--- config.mk ---
export PLATFORM = sky130hd
export DESIGN_NAME = ysyx_22040931_ifu_flat
export DESIGN_NICKNAME = d
export VERILOG_FILES = /design/src/rtl/ysyx_22040931_ifu_pkg.sv /design/src/rtl/ysyx_22040931_ifu_if.sv /design/src/rtl/ysyx_22040931_ifu.sv /design/src/flat_wrapper.sv
export SDC_FILE = /design/constraint.sdc
export NUM_CORES = 1
export LEC_CHECK = 0
export BUFFER_PORTS_ARGS = -buffer_cell sky130_fd_sc_hd__buf_2
export CORE_MARGIN = 1
export CORE_UTILIZATION = 30
export DETAILED_ROUTE_END_ITERATION = 7
export SETUP_SLACK_MARGIN = 0.02
export SLEW_MARGIN = 20
export SYNTH_ARGS = -nofsm -noshare
export SYNTH_HDL_FRONTEND = slang
export SYNTH_SLANG_ARGS = --single-unit
--- constraint.sdc ---
create_clock -name clock -period 3.8 [get_ports clock]
set_clock_uncertainty 0.05 [all_clocks]
set_input_delay 0.38 -clock clock [delete_from_list [all_inputs] [get_ports clock]]
set_output_delay 0.38 -clock clock [all_outputs]
set_load 0.05 [all_outputs]
--- src/rtl/ysyx_22040931_ifu_pkg.sv ---
`default_nettype none
// ============================================================================
// Module      : ysyx_22040931_ifu_pkg
// Description : Shared types and constants for the instruction fetch unit.
//               It holds the bus widths, the OKAY response code, the IFU
//               state encoding and two small fault-classification helpers.
// Revision    : 1.0 - initial release
// ============================================================================
package ysyx_22040931_ifu_pkg;

    localparam int C_PC_BUS   = 64;
    localparam int C_DATA_BUS = 64;
    localparam int C_INST_W   = 32;

    localparam logic [1:0] C_RESP_OKAY = 2'b00;

    typedef enum logic [1:0] {
        IFU_IDLE = 2'd0,
        IFU_ADDR = 2'd1,
        IFU_DATA = 2'd2,
        IFU_HOLD = 2'd3
    } ifu_state_t;

    // Any response other than OKAY is reported to decode as an access fault.
    function automatic logic resp_is_fault(input logic [1:0] resp);
        return resp != C_RESP_OKAY;
    endfunction

    // Instructions are 4-byte aligned; any low-bit set is a misaligned fetch.
    function automatic logic pc_misaligned(input logic [1:0] pc_lo);
        return pc_lo != 2'b00;
    endfunction

endpackage
`default_nettype wire

--- src/rtl/ysyx_22040931_ifu_if.sv ---
`default_nettype none
// ============================================================================
// Module      : ysyx_22040931_ifu_if
// Description : AXI-lite-style read channel (AR + R) between the IFU and the
//               instruction memory interconnect.
//               master : IFU side   (drives ar_valid/ar_addr/r_ready)
//               slave  : memory side (drives ar_ready/r_valid/r_data/r_resp)
// Revision    : 1.0 - initial release
// ============================================================================
interface ysyx_22040931_ifu_if
    import ysyx_22040931_ifu_pkg::*;
#(
    parameter int ADDR_W = C_PC_BUS,
    parameter int DATA_W = C_DATA_BUS
) ();

    logic              ar_valid;
    logic              ar_ready;
    logic [ADDR_W-1:0] ar_addr;
    logic              r_valid;
    logic              r_ready;
    logic [DATA_W-1:0] r_data;
    logic [1:0]        r_resp;

    modport master (
        output ar_valid, ar_addr, r_ready,
        input  ar_ready, r_valid, r_data, r_resp
    );

    modport slave (
        input  ar_valid, ar_addr, r_ready,
        output ar_ready, r_valid, r_data, r_resp
    );

endinterface
`default_nettype wire

--- src/rtl/ysyx_22040931_ifu.sv ---
`default_nettype none
// ============================================================================
// Module      : ysyx_22040931_ifu
// Description : Instruction fetch unit. Latches the PC, issues one read on the
//               AR/R channel, selects the 32-bit half addressed by pc[2] and
//               presents it to decode under valid/ready. A flush squashes the
//               in-flight fetch; an already-issued read is still completed on
//               the bus and its data discarded.
// Ports       : clock, reset (async, active-low)
//               fetch_enb, pc_i, pc_ready_o, flush_i   - PC register side
//               bus (master)                           - AR/R read channel
//               inst_valid_o, inst_ready_i, inst_o,
//               inst_pc_o, inst_fault_o                - decode side
// Revision    : 1.0 - initial release
// ============================================================================
module ysyx_22040931_ifu
    import ysyx_22040931_ifu_pkg::*;
#(
    parameter int ADDR_W = C_PC_BUS,
    parameter int DATA_W = C_DATA_BUS,
    parameter int INST_W = C_INST_W
) (
    input  logic                clock,
    input  logic                reset,
    input  logic                fetch_enb,
    input  logic [ADDR_W-1:0]   pc_i,
    output logic                pc_ready_o,
    input  logic                flush_i,
    ysyx_22040931_ifu_if.master bus,
    output logic                inst_valid_o,
    input  logic                inst_ready_i,
    output logic [INST_W-1:0]   inst_o,
    output logic [ADDR_W-1:0]   inst_pc_o,
    output logic                inst_fault_o
);

    ifu_state_t        r_state;
    ifu_state_t        w_state_nxt;
    logic [ADDR_W-1:0] r_pc;
    logic [ADDR_W-1:0] w_pc_nxt;
    logic [INST_W-1:0] r_inst;
    logic [INST_W-1:0] w_inst_nxt;
    logic              r_fault;
    logic              w_fault_nxt;
    logic              r_drop;
    logic              w_drop_nxt;

    logic              w_ar_valid;
    logic              w_r_ready;
    logic              w_inst_valid;
    logic              w_discard;
    logic              w_resp_fault;
    logic [INST_W-1:0] w_word;

    // Upper half of the beat when pc[2] is set, lower half otherwise.
    assign w_word       = r_pc[2] ? bus.r_data[DATA_W-1 -: INST_W] : bus.r_data[INST_W-1:0];
    assign w_resp_fault = resp_is_fault(bus.r_resp);
    // A flush arriving in the same cycle as the response must also discard it:
    // the PC register has already moved to the redirect target on this edge.
    assign w_discard    = r_drop | flush_i;

    always_ff @(posedge clock or negedge reset) begin
        if (!reset) begin
            r_state <= IFU_IDLE;
            r_pc    <= '0;
            r_inst  <= '0;
            r_fault <= 1'b0;
            r_drop  <= 1'b0;
        end else begin
            r_state <= w_state_nxt;
            r_pc    <= w_pc_nxt;
            r_inst  <= w_inst_nxt;
            r_fault <= w_fault_nxt;
            r_drop  <= w_drop_nxt;
        end
    end

    always_comb begin
        w_state_nxt  = r_state;
        w_pc_nxt     = r_pc;
        w_inst_nxt   = r_inst;
        w_fault_nxt  = r_fault;
        w_drop_nxt   = r_drop;
        w_ar_valid   = 1'b0;
        w_r_ready    = 1'b0;
        w_inst_valid = 1'b0;

        case (r_state)
            IFU_IDLE: begin
                if (fetch_enb && !flush_i) begin
                    w_pc_nxt = pc_i;
                    if (pc_misaligned(pc_i[1:0])) begin
                        // Misaligned: report the fault without touching the bus.
                        w_inst_nxt  = '0;
                        w_fault_nxt = 1'b1;
                        w_state_nxt = IFU_HOLD;
                    end else begin
                        w_state_nxt = IFU_ADDR;
                    end
                end
            end
            IFU_ADDR: begin
                // AR stays raised even after a flush; the read is only marked dropped.
                w_ar_valid = 1'b1;
                if (flush_i) begin
                    w_drop_nxt = 1'b1;
                end
                if (bus.ar_ready) begin
                    w_state_nxt = IFU_DATA;
                end
            end
            IFU_DATA: begin
                w_r_ready = 1'b1;
                if (flush_i) begin
                    w_drop_nxt = 1'b1;
                end
                if (bus.r_valid) begin
                    if (w_discard) begin
                        w_drop_nxt  = 1'b0;
                        w_state_nxt = IFU_IDLE;
                    end else begin
                        w_inst_nxt  = w_resp_fault ? '0 : w_word;
                        w_fault_nxt = w_resp_fault;
                        w_state_nxt = IFU_HOLD;
                    end
                end
            end
            IFU_HOLD: begin
                w_inst_valid = 1'b1;
                if (flush_i || inst_ready_i) begin
                    w_state_nxt = IFU_IDLE;
                end
            end
            default: begin
                w_state_nxt = IFU_IDLE;
            end
        endcase
    end

    assign bus.ar_valid = w_ar_valid;
    assign bus.ar_addr  = {r_pc[ADDR_W-1:3], 3'b000};
    assign bus.r_ready  = w_r_ready;

    assign inst_valid_o = w_inst_valid;
    assign inst_o       = r_inst;
    assign inst_pc_o    = r_pc;
    assign inst_fault_o = r_fault;

    // One pulse per retired fetch or accepted redirect; never while in reset.
    assign pc_ready_o = reset & (((r_state == IFU_HOLD) & inst_ready_i) | flush_i);

endmodule
`default_nettype wire

--- src/flat_wrapper.sv ---
// flat-port wrapper written by rule: the top's interface ports become plain ports
module ysyx_22040931_ifu_flat import ysyx_22040931_ifu_pkg::*;
#(
    parameter int ADDR_W = C_PC_BUS,
    parameter int DATA_W = C_DATA_BUS,
    parameter int INST_W = C_INST_W
)
  (clock, reset, fetch_enb, pc_i, pc_ready_o, flush_i, inst_valid_o, inst_ready_i, inst_o, inst_pc_o, inst_fault_o, bus_ar_valid, bus_ar_addr, bus_r_ready, bus_ar_ready, bus_r_valid, bus_r_data, bus_r_resp);
  ysyx_22040931_ifu_if #(.ADDR_W(ADDR_W), .DATA_W(DATA_W)) bus_i ();
  input  logic clock;
  input  logic reset;
  input  logic fetch_enb;
  input  logic [ADDR_W-1:0] pc_i;
  output logic pc_ready_o;
  input  logic flush_i;
  output logic inst_valid_o;
  input  logic inst_ready_i;
  output logic [INST_W-1:0] inst_o;
  output logic [ADDR_W-1:0] inst_pc_o;
  output logic inst_fault_o;
  output wire logic [$bits(bus_i.ar_valid)-1:0] bus_ar_valid;
  output wire logic [$bits(bus_i.ar_addr)-1:0] bus_ar_addr;
  output wire logic [$bits(bus_i.r_ready)-1:0] bus_r_ready;
  input wire logic [$bits(bus_i.ar_ready)-1:0] bus_ar_ready;
  input wire logic [$bits(bus_i.r_valid)-1:0] bus_r_valid;
  input wire logic [$bits(bus_i.r_data)-1:0] bus_r_data;
  input wire logic [$bits(bus_i.r_resp)-1:0] bus_r_resp;
  assign bus_ar_valid = bus_i.ar_valid;
  assign bus_ar_addr = bus_i.ar_addr;
  assign bus_r_ready = bus_i.r_ready;
  assign bus_i.ar_ready = bus_ar_ready;
  assign bus_i.r_valid = bus_r_valid;
  assign bus_i.r_data = bus_r_data;
  assign bus_i.r_resp = bus_r_resp;
  ysyx_22040931_ifu #(.ADDR_W(ADDR_W), .DATA_W(DATA_W), .INST_W(INST_W)) u_core (.clock(clock), .reset(reset), .fetch_enb(fetch_enb), .pc_i(pc_i), .pc_ready_o(pc_ready_o), .flush_i(flush_i), .bus(bus_i), .inst_valid_o(inst_valid_o), .inst_ready_i(inst_ready_i), .inst_o(inst_o), .inst_pc_o(inst_pc_o), .inst_fault_o(inst_fault_o));
endmodule
# Yosys cells after proc, flatten, opt, wreduce, memory -nomap -nowiden

Index checks and enable logic that the tools add are counted.

Register bits: 100
Input port bits: 137
Output and inout port bits: 165
Logic and storage cells: 55

Eq/ne operators: 9
Mux-type cells: 26
Bitwise operators: 4
Reductions and logical operators: 11

Operators with widths:

| operator             | number |
|---|---|
| $mux W32             | 6 |
| $pmux W32 S2         | 1 |
| $mux W2              | 6 |
| $mux W1              | 10 |
| $pmux W2 S4          | 1 |
| $reduce_bool A2 Y1   | 4 |
| $ne A2 B1 Y1 const B | 3 |
| $ne A2 B2 Y1 const B | 3 |
| $reduce_and A5 Y1    | 1 |
| $eq A2 B2 Y1 const B | 2 |
| $pmux W1 S2          | 2 |
| $reduce_and A4 Y1    | 1 |
| $and A1 B1 Y1        | 2 |
| $eq A2 B1 Y1 const B | 1 |
| $logic_not A2 Y1     | 1 |
| $or A1 B1 Y1         | 2 |
| $reduce_and A2 Y1    | 1 |
| $logic_and A1 B1 Y1  | 1 |
| $logic_not A1 Y1     | 1 |
| $logic_or A1 B1 Y1   | 1 |

# Longest topological paths before layout

Depth in word-level cells: 5
Gate-level depth with buffers: 7
Depth with buffers taken out: 6

# Least setup slack after synthesis

OpenSTA, ideal clock, no wires.

Kind: register -> output
From: register u_core.r_state[1]
To: output pc_ready_o
Arrival: 1.736 ns
Data required time: 3.370 ns
Slack: 1.634 ns
Stages on the path, launching flop included: 4
Path buffers: 0
Path through: dfrtp_1 > ha_1 > a21oi_1 > nor2b_1

Word-level cells in the longest chain between the ends: 4

Ends and longest elaborated chain:

| element                  | RTL line                 | RTL |
|---|---|---|
| start: declaration       | ysyx_22040931_ifu.sv:37  | `ifu_state_t r_state;` |
| start signal: assignment | ysyx_22040931_ifu.sv:70  | `r_state <= w_state_nxt;` |
| $eq A2 B2 Y1             | ysyx_22040931_ifu.sv:150 | `assign pc_ready_o = reset & (((r_state == IFU_HOLD) & inst_ready_i) \| flush_i);` |
| $and A1 B1 Y1            | ysyx_22040931_ifu.sv:150 |  |
| $or A1 B1 Y1             | ysyx_22040931_ifu.sv:150 |  |
| $and A1 B1 Y1            | ysyx_22040931_ifu.sv:150 |  |
| end: declaration         | flat_wrapper.sv:14       | `output logic pc_ready_o;` |

No other way between the ends.

# Final worst setup path

From: input reset
To: output pc_ready_o

Word-level cells in the longest chain between the ends: 1

Ends and longest elaborated chain:

| element            | RTL line                 | RTL |
|---|---|---|
| start: declaration | flat_wrapper.sv:11       | `input logic reset;` |
| $and A1 B1 Y1      | ysyx_22040931_ifu.sv:150 |  |

No other way between the ends.

==> flow_metrics.py <==
metrics = {
    "clocking": {
        "cts_tree": "built",
        "clock_latency_ns": 0.34,
        "cts_max_path_buffers": 2,
        "clk_pin_slew_ns": 0.07,
        "postCtsSetupRepairBufs": 0,
        "post_cts_resized": 0,
        "clock_tree.root_cell": "clkbuf_16",
        "cts_sinks": 100,
        "htreeDepth": 3,
        "numCtsBuffers": 9,
    },
    "grt": {
        "grtUsageTotal_pct": 12.9,
        "grt_pass1_vias": 3386,
        "overflow": 0,
        "antenna_found_initial": 2,
        "grt_pass1_wl_mm": 16.6,
        "grt_max_degree": 60,
    },
    "route": {
        "drt_iter0_drc": 74,
        "route.detailed.drc": 0,
        "antenna_left": 0,
        "detail_route.wl_per_cell_um": 13.7,
        "routed_wl_mm": 11.4,
        "viasPerCell": 4.27,
        "dr.pass1.iters": 4,
        "vias": 3565,
    },
    "timing": {
        "timing.fmax_mhz": 437,
        "finalSetupViolations": 0,
        "fin_crit_sh_pct": 60.2,
        "slew_headroom_pct": 31.6,
        "setup_tns_ns": 0,
        "finalHoldViolations": 0,
        "slew_violations": 0,
        "max_slew.worst_pin.slew_ns": 1.02,
        "period_minus_slack_ns": 2.29,
        "rsz0062_at_grt": "false",
    },
    "critical_path": {
        "rr_endpoint": "u_core.inst_o[23]$_DFFE_PN0P_",
        "critPathMaxStageDelay_ns": 0.52,
        "cp-startpoint": "reset",
        "crit_fanout": 43,
        "endpoint_kind": "output pin",
        "critical_path_arrival_ns": 1.86,
        "slowest_stage": "dlygate4sd3_1",
        "rr_startpoint": "u_core.r_state[0]$_DFFE_PN0P_",
        "path_class": "input pin to output pin",
        "worstSetupStartpointType": "input pin",
        "cp_data_required_time_ns": 3.37,
        "path_cells": "dlygate4sd3_1 -> buf_4 -> nor2b_1 -> buf_2",
        "rrSetupSlack_ns": 1.53,
        "crit_path_end": "pc_ready_o",
        "worst-r2r-cell-count": 7,
    },
    "final_layout": {
        "seqCellArea_mm2": 0.00250,
        "syn2layout_area_growth_pct": 30.8,
        "drive_above_1_share_pct": 68.0,
        "fillers": 1601,
        "fin_area_mm2": 0.00651,
        "final_util_pct": 40.6,
        "nNetsFinal": 755,
        "multi_input_area_mm2": 0.00188,
    },
    "die": {
        "core_mm2": 0.0161,
        "start_util_pct": 31.0,
        "fp.dieH_um": 131,
        "dieArea_mm2": 0.0171,
        "io_pins": 302,
        "rows": 46,
        "dieWidth_um": 131,
    },
    "placement": {
        "dpl.hpwl_mm": 8.94,
        "place_area_mm2": 0.00620,
        "gp_congestion": 0.760,
        "port_buffers": 298,
    },
    "yosys": {
        "synth-seq-cells": 100,
        "synth_warnings": 0,
        "syn_inst": 376,
        "synth-edff-count": 0,
        "ys_seq_area_share_pct": 50.2,
        "syn_area_per_cell_um2": 13.2,
        "synthArstFlopShare_pct": 100,
        "synth_ff_type": "dfrtp_1",
        "synth_area_mm2": 0.00498,
        "ys_types": 26,
    },
    "worst_hold_path": {
        "min_path_type": "input pin to flip-flop",
    },
    "run_status": {
        "status": "completed",
    },
    "run": {
        "drv_cap": 0,
    },
}
-- how the worst min path moves through the flow --
stage / start / to / cells after the start
floorplan: reset / u_core.inst_fault_o$_DFFE_PN0P_ / 0
global placement: reset / u_core.inst_pc_o[42]$_DFFE_PN0P_ / 1
detailed placement: reset / u_core.inst_pc_o[33]$_DFFE_PN0P_ / 1
CTS: bus_r_valid / u_core.r_drop$_DFFE_PN0P_ / 2
global route: bus_r_valid / u_core.r_drop$_DFFE_PN0P_ / 2
finish: bus_r_valid / u_core.r_drop$_DFFE_PN0P_ / 2
-- per-stage QoR --
step / setup slack, ns / hold slack, ns / cells
2_1_floorplan: 1.63 / 0.0344 / 378
3_3_place_gp: 1.60 / 0.345 / 816
3_5_place_dp: 1.54 / 0.362 / 816
4_1_cts: 1.43 / 0.194 / 832
5_1_grt: 1.37 / 0.199 / 833
6_report: 1.51 / 0.216 / 834
-- cells in the final DEF (no fill, tap or decap) --
cell type,instances
o21ai_1,1
clkinv_2,1
nand3_1,1
diode_2,2
conb_1,3
nor2b_1,2
buf_2,297
a32o_1,1
a221oi_1,1
nand2_2,1
inv_6,1
clkinvlp_4,1
nand2_1,2
mux2_4,30
nor3b_1,1
a31oi_1,2
bufinv_16,1
a31oi_2,1
ha_1,6
dlygate4sd3_1,1
nor2_1,34
a21oi_1,3
o21ai_0,2
buf_4,5
clkbuf_8,1
dfrtp_2,1
nor2b_2,1
clkbuf_16,9
dfrtp_1,99
mux2_2,67
nand2b_1,1
inv_1,5
a21oi_4,1
mux2i_1,32
clkinv_4,1
-- Yosys cell counts (3+ instances only) --
master    number  area share (%)
nand2_1        3            0.23
dfrtp_1      100              50
inv_1          5            0.38
buf_4         64             9.6
mux2_4        30             9.0
mux2_2        67              15
nor2_1        34             2.6
clkbuf_1       3            0.23
buf_8          3            0.90
ha_1           6             1.5
a21oi_1        3            0.30
mux2i_1       32             6.4
buf_2         10             1.0
-- critical path, delay by kind of cell --
family	cells	cell delay, ns
buffers and inverters	3	1.26
and+or+nand+nor	1	0.20
-- metal layers --
| metal | up-vias | wire length, um | track usage, % |
|---|---|---|---|
| li1 | 1683 | - | - |
| met3 | 14 | 731 | 2.93 |
| met1 | 1693 | 4540 | 14.6 |
| met2 | 175 | 5920 | 22.4 |
| met5 | - | 0 | 0 |
| met4 | 0 | 250 | 6.83 |
-- registers in the layout, summed over array words and instances, names as in the netlist --
signal / cells
u_core.inst_pc_o: 64
u_core.inst_o: 32
u_core.r_state: 2
u_core.inst_fault_o: 1
u_core.r_drop: 1
-- cells by family after synthesis --
logic type               count (synthesis)  synth area share, %
other                                    1               0.0753
adder cells (fa/ha/maj)                  6                 1.51
AND/OR/NAND/NOR                         43                 3.59
AO/OA/AOI/OAI                           12                 1.81
multiplexers                           129                 30.6
buffers and inverters                   85                 12.2
flip-flops                             100                 50.2
-- what timing repair did --
| item | in CTS | in global routing |
|---|---|---|
| hold endpoints to repair | 11 | 0 |
| hold buffers | 1 | 0 |
| setup endpoints to repair | 0 | 0 |
-- area by class of cell --
class	count	area share, %
Timing Repair Buffer	303	23.5
Sequential cell	100	38.4
Clock inverter	5	0.922
Multi-Input combinational cell	193	28.9
Clock buffer	10	3.67
Inverter	5	0.288
Tap cell	216	4.15
Antenna cell	2	0.0768
Power is left out: the tool's default activity adds up to more than one toggle a clock period on the data nets, which glitch-free logic cannot reach.
